### config.mk
export PLATFORM = sky130hd
export DESIGN_NAME = spi_sckgen_flat
export DESIGN_NICKNAME = d
export VERILOG_FILES = /design/src/rtl/spi_sckgen_pkg.sv /design/src/rtl/spi_sckgen_if.sv /design/src/rtl/spi_sckgen_div.sv /design/src/rtl/spi_sckgen.sv /design/src/flat_wrapper.sv
export SDC_FILE = /design/constraint.sdc
export NUM_CORES = 1
export LEC_CHECK = 0
export BUFFER_PORTS_ARGS = -buffer_cell sky130_fd_sc_hd__buf_4
export CORE_AREA = 5 5 91 84
export CTS_CLUSTER_DIAMETER = 80
export CTS_CLUSTER_SIZE = 20
export DETAILED_ROUTE_END_ITERATION = 8
export DIE_AREA = 0 0 96 89
export PLACE_DENSITY = 0.68
export SLEW_MARGIN = 20
export SYNTH_ARGS = -nofsm -noshare
export SYNTH_HDL_FRONTEND = slang
export SYNTH_SLANG_ARGS = --single-unit
### constraint.sdc
create_clock -name clk_i -period 2.33 [get_ports clk_i]
set_input_delay 0 -clock clk_i [delete_from_list [all_inputs] [get_ports clk_i]]
set_output_delay 0 -clock clk_i [all_outputs]
set_load 0.02 [all_outputs]
### src/rtl/spi_sckgen_pkg.sv
// Shared definitions for the SPI serial-clock engine: FSM state encoding and
// default field widths used by the interface, the top and the bench.
package spi_define;

  localparam int DIV_WIDTH_DEF = 8;
  localparam int LEN_WIDTH_DEF = 5;
  localparam int DLY_WIDTH_DEF = 4;

  typedef enum logic [2:0] {
    IDLE  = 3'd0,
    LEAD  = 3'd1,
    XFER  = 3'd2,
    TRAIL = 3'd3,
    GAP   = 3'd4
  } state_e;

endpackage

### src/rtl/spi_sckgen_if.sv
// Control/config/status bundle between the SPI register file (master side)
// and the serial-clock engine (slave side).
interface spi_sckgen_if import spi_define::*; #(
  parameter int DIV_WIDTH = DIV_WIDTH_DEF,
  parameter int LEN_WIDTH = LEN_WIDTH_DEF,
  parameter int DLY_WIDTH = DLY_WIDTH_DEF
) ();

  logic                 en_i;
  logic                 start_i;
  logic                 ready_o;
  logic                 cpol_i;
  logic                 cpha_i;
  logic [DIV_WIDTH-1:0] clk_div_i;
  logic [LEN_WIDTH-1:0] len_i;
  logic [DLY_WIDTH-1:0] lead_i;
  logic [DLY_WIDTH-1:0] trail_i;
  logic [DLY_WIDTH-1:0] gap_i;
  logic                 sck_o;
  logic                 pos_edge_o;
  logic                 neg_edge_o;
  logic                 sample_o;
  logic                 shift_o;
  logic                 cs_active_o;
  logic                 busy_o;
  logic                 done_o;

  modport master (
    output en_i, start_i, cpol_i, cpha_i, clk_div_i, len_i, lead_i, trail_i, gap_i,
    input  ready_o, sck_o, pos_edge_o, neg_edge_o, sample_o, shift_o,
           cs_active_o, busy_o, done_o
  );

  modport slave (
    input  en_i, start_i, cpol_i, cpha_i, clk_div_i, len_i, lead_i, trail_i, gap_i,
    output ready_o, sck_o, pos_edge_o, neg_edge_o, sample_o, shift_o,
           cs_active_o, busy_o, done_o
  );

endinterface

### src/rtl/spi_sckgen_div.sv
// Loadable down-counter with a zero flag; shared by the SCK half-period timer
// and the lead/trail/gap delay timer.
module spi_sckgen_div #(
  parameter int WIDTH = 8
) (
  input  logic             clk_i,
  input  logic             rst_i,
  input  logic             load_i,
  input  logic [WIDTH-1:0] load_val_i,
  input  logic             dec_i,
  output logic             zero_o
);

  logic [WIDTH-1:0] cnt_q, cnt_d;

  // Load has priority; decrement saturates at zero so the count never wraps.
  always_comb begin
    cnt_d = cnt_q;
    if (load_i) begin
      cnt_d = load_val_i;
    end else if (dec_i && (cnt_q != '0)) begin
      cnt_d = cnt_q - 1'b1;
    end
  end

  always_ff @(posedge clk_i) begin
    if (rst_i) begin
      cnt_q <= '0;
    end else begin
      cnt_q <= cnt_d;
    end
  end

  assign zero_o = (cnt_q == '0);

endmodule

### src/rtl/spi_sckgen.sv
// SPI serial-clock engine: CS lead/trail/gap sequencing, divided SCK with
// CPOL/CPHA handling, and registered edge/sample/shift/done strobes.
module spi_sckgen import spi_define::*; #(
  parameter int DIV_WIDTH = DIV_WIDTH_DEF,
  parameter int LEN_WIDTH = LEN_WIDTH_DEF,
  parameter int DLY_WIDTH = DLY_WIDTH_DEF
) (
  input  logic         clk_i,
  input  logic         rst_i,
  spi_sckgen_if.slave  bus
);

  state_e state_q, state_d;

  logic                 cpol_q, cpol_d;
  logic                 cpha_q, cpha_d;
  logic [DIV_WIDTH-1:0] div_q, div_d;
  logic [LEN_WIDTH-1:0] len_q, len_d;
  logic [DLY_WIDTH-1:0] trail_q, trail_d;
  logic [DLY_WIDTH-1:0] gap_q, gap_d;
  logic [LEN_WIDTH:0]   edge_cnt_q, edge_cnt_d;
  logic                 xfer_end_q, xfer_end_d;

  logic sck_q, sck_d;
  logic pos_q, pos_d;
  logic neg_q, neg_d;
  logic sample_q, sample_d;
  logic shift_q, shift_d;
  logic cs_q, cs_d;
  logic busy_q, busy_d;
  logic done_q, done_d;
  logic ready_q, ready_d;

  logic                 accept;
  logic                 fire;
  logic                 final_edge;
  logic                 leading;
  logic                 half_zero, half_load, half_dec;
  logic                 dly_zero, dly_load, dly_dec;
  logic [DLY_WIDTH-1:0] dly_val;

  assign accept     = (state_q == IDLE) && bus.en_i && bus.start_i && ready_q;
  assign fire       = (state_q == XFER) && bus.en_i && half_zero && !xfer_end_q;
  assign final_edge = (edge_cnt_q == {len_q, 1'b1});
  assign leading    = ~edge_cnt_q[0];

  always_ff @(posedge clk_i) begin
    if (rst_i) begin
      state_q <= IDLE;
    end else begin
      state_q <= state_d;
    end
  end

  // Dropping en_i returns to IDLE from anywhere without a done pulse.
  always_comb begin
    state_d = state_q;
    if (!bus.en_i) begin
      state_d = IDLE;
    end else begin
      unique case (state_q)
        IDLE:    if (accept)     state_d = LEAD;
        LEAD:    if (dly_zero)   state_d = XFER;
        XFER:    if (xfer_end_q) state_d = TRAIL;
        TRAIL:   if (dly_zero)   state_d = GAP;
        GAP:     if (dly_zero)   state_d = IDLE;
        default:                 state_d = IDLE;
      endcase
    end
  end

  always_comb begin
    sck_d    = sck_q;
    pos_d    = 1'b0;
    neg_d    = 1'b0;
    sample_d = 1'b0;
    shift_d  = 1'b0;
    cs_d     = (state_d == LEAD) || (state_d == XFER) || (state_d == TRAIL);
    busy_d   = (state_d != IDLE);
    done_d   = (state_q == TRAIL) && (state_d == GAP);
    ready_d  = (state_d == IDLE) && bus.en_i;
    if ((state_q == IDLE) || (state_d == IDLE)) begin
      sck_d = bus.cpol_i;
    end else if (fire) begin
      sck_d    = ~sck_q;
      pos_d    = ~sck_q;
      neg_d    = sck_q;
      sample_d = leading ^ cpha_q;
      shift_d  = (leading ~^ cpha_q) && !final_edge;
    end
  end

  // Config is captured only on acceptance so mid-transfer input changes are inert.
  always_comb begin
    cpol_d     = cpol_q;
    cpha_d     = cpha_q;
    div_d      = div_q;
    len_d      = len_q;
    trail_d    = trail_q;
    gap_d      = gap_q;
    edge_cnt_d = edge_cnt_q;
    if (accept) begin
      cpol_d     = bus.cpol_i;
      cpha_d     = bus.cpha_i;
      div_d      = bus.clk_div_i;
      len_d      = bus.len_i;
      trail_d    = bus.trail_i;
      gap_d      = bus.gap_i;
      edge_cnt_d = '0;
    end else if (fire) begin
      edge_cnt_d = edge_cnt_q + 1'b1;
    end
    xfer_end_d = (state_d == XFER) && (xfer_end_q || (fire && final_edge));
  end

  always_comb begin
    half_load = ((state_q == LEAD) && (state_d == XFER)) || fire;
    half_dec  = (state_q == XFER);
    dly_load  = accept
             || ((state_q == XFER)  && (state_d == TRAIL))
             || ((state_q == TRAIL) && (state_d == GAP));
    dly_val   = accept ? bus.lead_i : ((state_q == XFER) ? trail_q : gap_q);
    dly_dec   = (state_q == LEAD) || (state_q == TRAIL) || (state_q == GAP);
  end

  always_ff @(posedge clk_i) begin
    if (rst_i) begin
      cpol_q     <= 1'b0;
      cpha_q     <= 1'b0;
      div_q      <= '0;
      len_q      <= '0;
      trail_q    <= '0;
      gap_q      <= '0;
      edge_cnt_q <= '0;
      xfer_end_q <= 1'b0;
      sck_q      <= 1'b0;
      pos_q      <= 1'b0;
      neg_q      <= 1'b0;
      sample_q   <= 1'b0;
      shift_q    <= 1'b0;
      cs_q       <= 1'b0;
      busy_q     <= 1'b0;
      done_q     <= 1'b0;
      ready_q    <= 1'b0;
    end else begin
      cpol_q     <= cpol_d;
      cpha_q     <= cpha_d;
      div_q      <= div_d;
      len_q      <= len_d;
      trail_q    <= trail_d;
      gap_q      <= gap_d;
      edge_cnt_q <= edge_cnt_d;
      xfer_end_q <= xfer_end_d;
      sck_q      <= sck_d;
      pos_q      <= pos_d;
      neg_q      <= neg_d;
      sample_q   <= sample_d;
      shift_q    <= shift_d;
      cs_q       <= cs_d;
      busy_q     <= busy_d;
      done_q     <= done_d;
      ready_q    <= ready_d;
    end
  end

  spi_sckgen_div #(.WIDTH(DIV_WIDTH)) u_half (
    .clk_i      (clk_i),
    .rst_i      (rst_i),
    .load_i     (half_load),
    .load_val_i (div_q),
    .dec_i      (half_dec),
    .zero_o     (half_zero)
  );

  spi_sckgen_div #(.WIDTH(DLY_WIDTH)) u_dly (
    .clk_i      (clk_i),
    .rst_i      (rst_i),
    .load_i     (dly_load),
    .load_val_i (dly_val),
    .dec_i      (dly_dec),
    .zero_o     (dly_zero)
  );

  assign bus.ready_o     = ready_q;
  assign bus.sck_o       = sck_q;
  assign bus.pos_edge_o  = pos_q;
  assign bus.neg_edge_o  = neg_q;
  assign bus.sample_o    = sample_q;
  assign bus.shift_o     = shift_q;
  assign bus.cs_active_o = cs_q;
  assign bus.busy_o      = busy_q;
  assign bus.done_o      = done_q;

endmodule

### src/flat_wrapper.sv
// flat-port wrapper written by rule: the top's interface ports become plain ports
module spi_sckgen_flat import spi_define::*;
#(
  parameter int DIV_WIDTH = DIV_WIDTH_DEF,
  parameter int LEN_WIDTH = LEN_WIDTH_DEF,
  parameter int DLY_WIDTH = DLY_WIDTH_DEF
)
  (clk_i, rst_i, bus_en_i, bus_start_i, bus_cpol_i, bus_cpha_i, bus_clk_div_i, bus_len_i, bus_lead_i, bus_trail_i, bus_gap_i, bus_ready_o, bus_sck_o, bus_pos_edge_o, bus_neg_edge_o, bus_sample_o, bus_shift_o, bus_cs_active_o, bus_busy_o, bus_done_o);
  spi_sckgen_if #(.DIV_WIDTH(DIV_WIDTH), .LEN_WIDTH(LEN_WIDTH), .DLY_WIDTH(DLY_WIDTH)) bus_i ();
  input  logic clk_i;
  input  logic rst_i;
  input wire logic [$bits(bus_i.en_i)-1:0] bus_en_i;
  input wire logic [$bits(bus_i.start_i)-1:0] bus_start_i;
  input wire logic [$bits(bus_i.cpol_i)-1:0] bus_cpol_i;
  input wire logic [$bits(bus_i.cpha_i)-1:0] bus_cpha_i;
  input wire logic [$bits(bus_i.clk_div_i)-1:0] bus_clk_div_i;
  input wire logic [$bits(bus_i.len_i)-1:0] bus_len_i;
  input wire logic [$bits(bus_i.lead_i)-1:0] bus_lead_i;
  input wire logic [$bits(bus_i.trail_i)-1:0] bus_trail_i;
  input wire logic [$bits(bus_i.gap_i)-1:0] bus_gap_i;
  output wire logic [$bits(bus_i.ready_o)-1:0] bus_ready_o;
  output wire logic [$bits(bus_i.sck_o)-1:0] bus_sck_o;
  output wire logic [$bits(bus_i.pos_edge_o)-1:0] bus_pos_edge_o;
  output wire logic [$bits(bus_i.neg_edge_o)-1:0] bus_neg_edge_o;
  output wire logic [$bits(bus_i.sample_o)-1:0] bus_sample_o;
  output wire logic [$bits(bus_i.shift_o)-1:0] bus_shift_o;
  output wire logic [$bits(bus_i.cs_active_o)-1:0] bus_cs_active_o;
  output wire logic [$bits(bus_i.busy_o)-1:0] bus_busy_o;
  output wire logic [$bits(bus_i.done_o)-1:0] bus_done_o;
  assign bus_i.en_i = bus_en_i;
  assign bus_i.start_i = bus_start_i;
  assign bus_i.cpol_i = bus_cpol_i;
  assign bus_i.cpha_i = bus_cpha_i;
  assign bus_i.clk_div_i = bus_clk_div_i;
  assign bus_i.len_i = bus_len_i;
  assign bus_i.lead_i = bus_lead_i;
  assign bus_i.trail_i = bus_trail_i;
  assign bus_i.gap_i = bus_gap_i;
  assign bus_ready_o = bus_i.ready_o;
  assign bus_sck_o = bus_i.sck_o;
  assign bus_pos_edge_o = bus_i.pos_edge_o;
  assign bus_neg_edge_o = bus_i.neg_edge_o;
  assign bus_sample_o = bus_i.sample_o;
  assign bus_shift_o = bus_i.shift_o;
  assign bus_cs_active_o = bus_i.cs_active_o;
  assign bus_busy_o = bus_i.busy_o;
  assign bus_done_o = bus_i.done_o;
  spi_sckgen #(.DIV_WIDTH(DIV_WIDTH), .LEN_WIDTH(LEN_WIDTH), .DLY_WIDTH(DLY_WIDTH)) u_core (.clk_i(clk_i), .rst_i(rst_i), .bus(bus_i));
endmodule
==> reports/metrics.cfg <==
[outcome]
outcome=finished, final reports clean

[timing]
fin_hold_ws_ns=0.0519
period_needed_ns=2.07
setup_tns_ns=0
post-route-period-util=0.887
clock_skew_ns=0.00462
maxSlewHeadroom=0.653
finalSetupViolCount=0
rsz0062_at_grt=no
fmax_mhz=484
final_hold_viol_count=0
worst_slew_pin_slew_ns=0.517
slew_viol_final=0
worst_slack_ns=0.264

[critical_path]
worst-path-buf-inv=1
crit_path_cell_trace=inv_1, ha_1, or3b_1, and4bb_2, nor2b_4, nor2_1, a221o_1
crit_path_start_kind=flip-flop
cpMaxStageDelayCell=dfxtp_1
cpPeakStageDelay_ns=0.38
cp.required_ns=2.53
critical-path-top-delay-family=simple AND/OR/NAND/NOR gates
worstSetupPathType=flip-flop to flip-flop
cp-startpoint=u_core.u_dly.cnt_q[0]
end_kind=flip-flop
arrival_ns=2.27
r2r-start=u_core.u_dly.cnt_q[0]
cp_max_fo=13

[detailed_routing]
num_vias=2191
wl_per_cell_um=12.6
drc=0
wl_um=5660
first_iter_violations=114
first_pass_iters=4
dr_wl_met2_um=2740
wl_met1_um=2540
viasPerCell=4.88
ant_nets=0
top_layer_used=met4
met3_length_um=298

[global_route]
grt_max_degree=44
overflow=0
grt_pass1_vias=2128
antenna_found_initial=0
grt_usage=0.146
grt_pass1_wl_um=9780

[cts]
post-cts-setup-buffer-count=0
cts_root_buf=clkbuf_8
htreeDepth=2
cts.path.max_buffers=2
cts.sinks=53
cts_resized=0
insertion_delay_ns=0.31
cts_tree=done
numCtsBuffers=5
clk_pin_slew_ns=0.09

[hold_path]
hp-class=primary input to flip-flop
min_from=bus_en_i

[power_and_ir_drop]
leakagePower_uw=0.00123
power_density_mw_per_mm2=528
vdd_ir_drop_max_mv=0.326

[synthesis]
synthCells=299
async_reset_ff_frac=0
synthDistinctLibCells=44
synth_xor_area_frac=0.0724
synthMuxAreaShare=0.0118
synth_top_flop_cell=dfxtp_1
yosysWarnings=0
synth_area_mm2=0.00254
synthSimpleGateAreaFrac=0.278
synth_top_family_by_area=simple AND/OR/NAND/NOR gates
ys_seq_area_frac=0.418
ys_ff_latch=53
synth_edf_count=0
synth_fp_nets=334
synth_compound_area_frac=0.159
synth_fa_ha_area_frac=0.0197
avgSynthCellArea_um2=8.50

[placed_design]
dp_slack_ns=0.273
numPortBuffers=39
dpl.cell_count=418
hpwl_um=3970
place_congestion=0.828

[run]
max-cap-violations=0

[floorplanning]
io_pins=40
dieArea_mm2=0.00854
fp-row-count=28
die_w_um=96
core_area_mm2=0.00652
die_y_um=89
initial_core_util=0.390

[cells_and_area]
fin_util=0.502
area_growth_pct=28.9
diodes=0
drive_gt1_frac=0.198
nFillCells=659
stdcell_count=449
finalNetCount=393

-- layout make-up --
| cell class | count | area (µm²) | area share |
|---|---|---|---|
| Multi-Input combinational cell | 221 | 1380 | 0.421 |
| Clock inverter | 2 | 37.5 | 0.0115 |
| Timing Repair Buffer | 68 | 568 | 0.173 |
| Tap cell | 90 | 113 | 0.0344 |
| Inverter | 9 | 33.8 | 0.0103 |
| Clock buffer | 6 | 82.6 | 0.0252 |
| Sequential cell | 53 | 1060 | 0.324 |
-- cells in the final DEF (no fill, tap or decap), types with 6 or more instances in the layout --
cell type / n
dfxtp_1: 53
a211oi_1: 6
clkbuf_8: 6
xnor2_1: 11
dlygate4sd3_1: 23
nor2b_1: 6
xor2_1: 10
inv_1: 9
buf_4: 45
nand2_1: 66
a21oi_1: 31
nor2_1: 19
nor3_1: 12
-- synth_stat cells (all sizes together) (3+ instances only) --
cell type | instances | share of area
ha | 4 | 0.020
nor3b | 5 | 0.021
xnor2 | 11 | 0.038
nand2 | 66 | 0.097
a211oi | 11 | 0.042
buf | 6 | 0.014
inv | 9 | 0.013
o21ai | 5 | 0.0098
a31oi | 3 | 0.0074
clkbuf | 10 | 0.015
xor2 | 10 | 0.034
nor2 | 19 | 0.028
mux2i | 3 | 0.012
nand3 | 3 | 0.0059
dfxtp | 53 | 0.42
nor3 | 17 | 0.043
a21oi | 32 | 0.067
nor2b | 7 | 0.020
-- state kept, by name (all words and copies together), names as in the netlist, 3 cells and up --
name / count
u_core.u_half.cnt_q: 8
u_core.edge_cnt_q: 6
u_core.len_q: 5
u_core.state_q: 3
u_core.trail_q: 4
u_core.div_q: 8
u_core.u_dly.cnt_q: 4
u_core.gap_q: 4
-- worst paths after layout --
path	end	slack, ns	cells after the start
setup / recovery	u_core.u_half.cnt_q[6]	0.26	7
hold / removal	u_core.bus.sck_o	0.05	3
setup reg to reg	u_core.u_half.cnt_q[6]	0.26	7
hold reg to reg	u_core.div_q[0]	0.46	2
-- metrics by stage --
stage	total power [µW]	cell area (µm²)
2_1_floorplan	1020	2540
3_3_place_gp	1070	2920
3_5_place_dp	1080	2920
4_1_cts	1760	3270
5_1_grt	1820	3270
6_report	1730	3270
-- worst reg2reg max path: cells and delay by family (launching register included) --
family / cells / cell delay [ns]
compound gates: 1 / 0.36
fa+ha+maj: 1 / 0.23
buf+inv: 1 / 0.06
flops: 1 / 0.38
simple gates: 4 / 0.95
-- cell families after synthesis --
family,count (synthesis)
compound gates,60
xor+xnor,21
fa+ha+maj,4
buf+inv,25
flops,53
mux,3
simple gates,133
-- timing repair --
| item | in CTS | in global routing |
|---|---|---|
| setup endpoints to repair | 0 | 0 |
| hold endpoints to repair | 23 | 0 |
| hold buffers | 23 | 0 |
-- report_power, final --
group / internal [µW] / leakage, µW / switching [µW] / total, µW
sequential: 919 / 0.000428 / 10.9 / 930
clock: 349 / 0.0000574 / 295 / 644
combinational: 87.0 / 0.000749 / 68.0 / 155
-- metal layers --
layer | track usage | up-vias
li1 | - | 1139
met1 | 0.186 | 1004
met2 | 0.246 | 42
met3 | 0.0303 | 6
met4 | 0.0504 | 0
met5 | 0 | -
No activity file was read; power rests on OpenSTA's default activity.
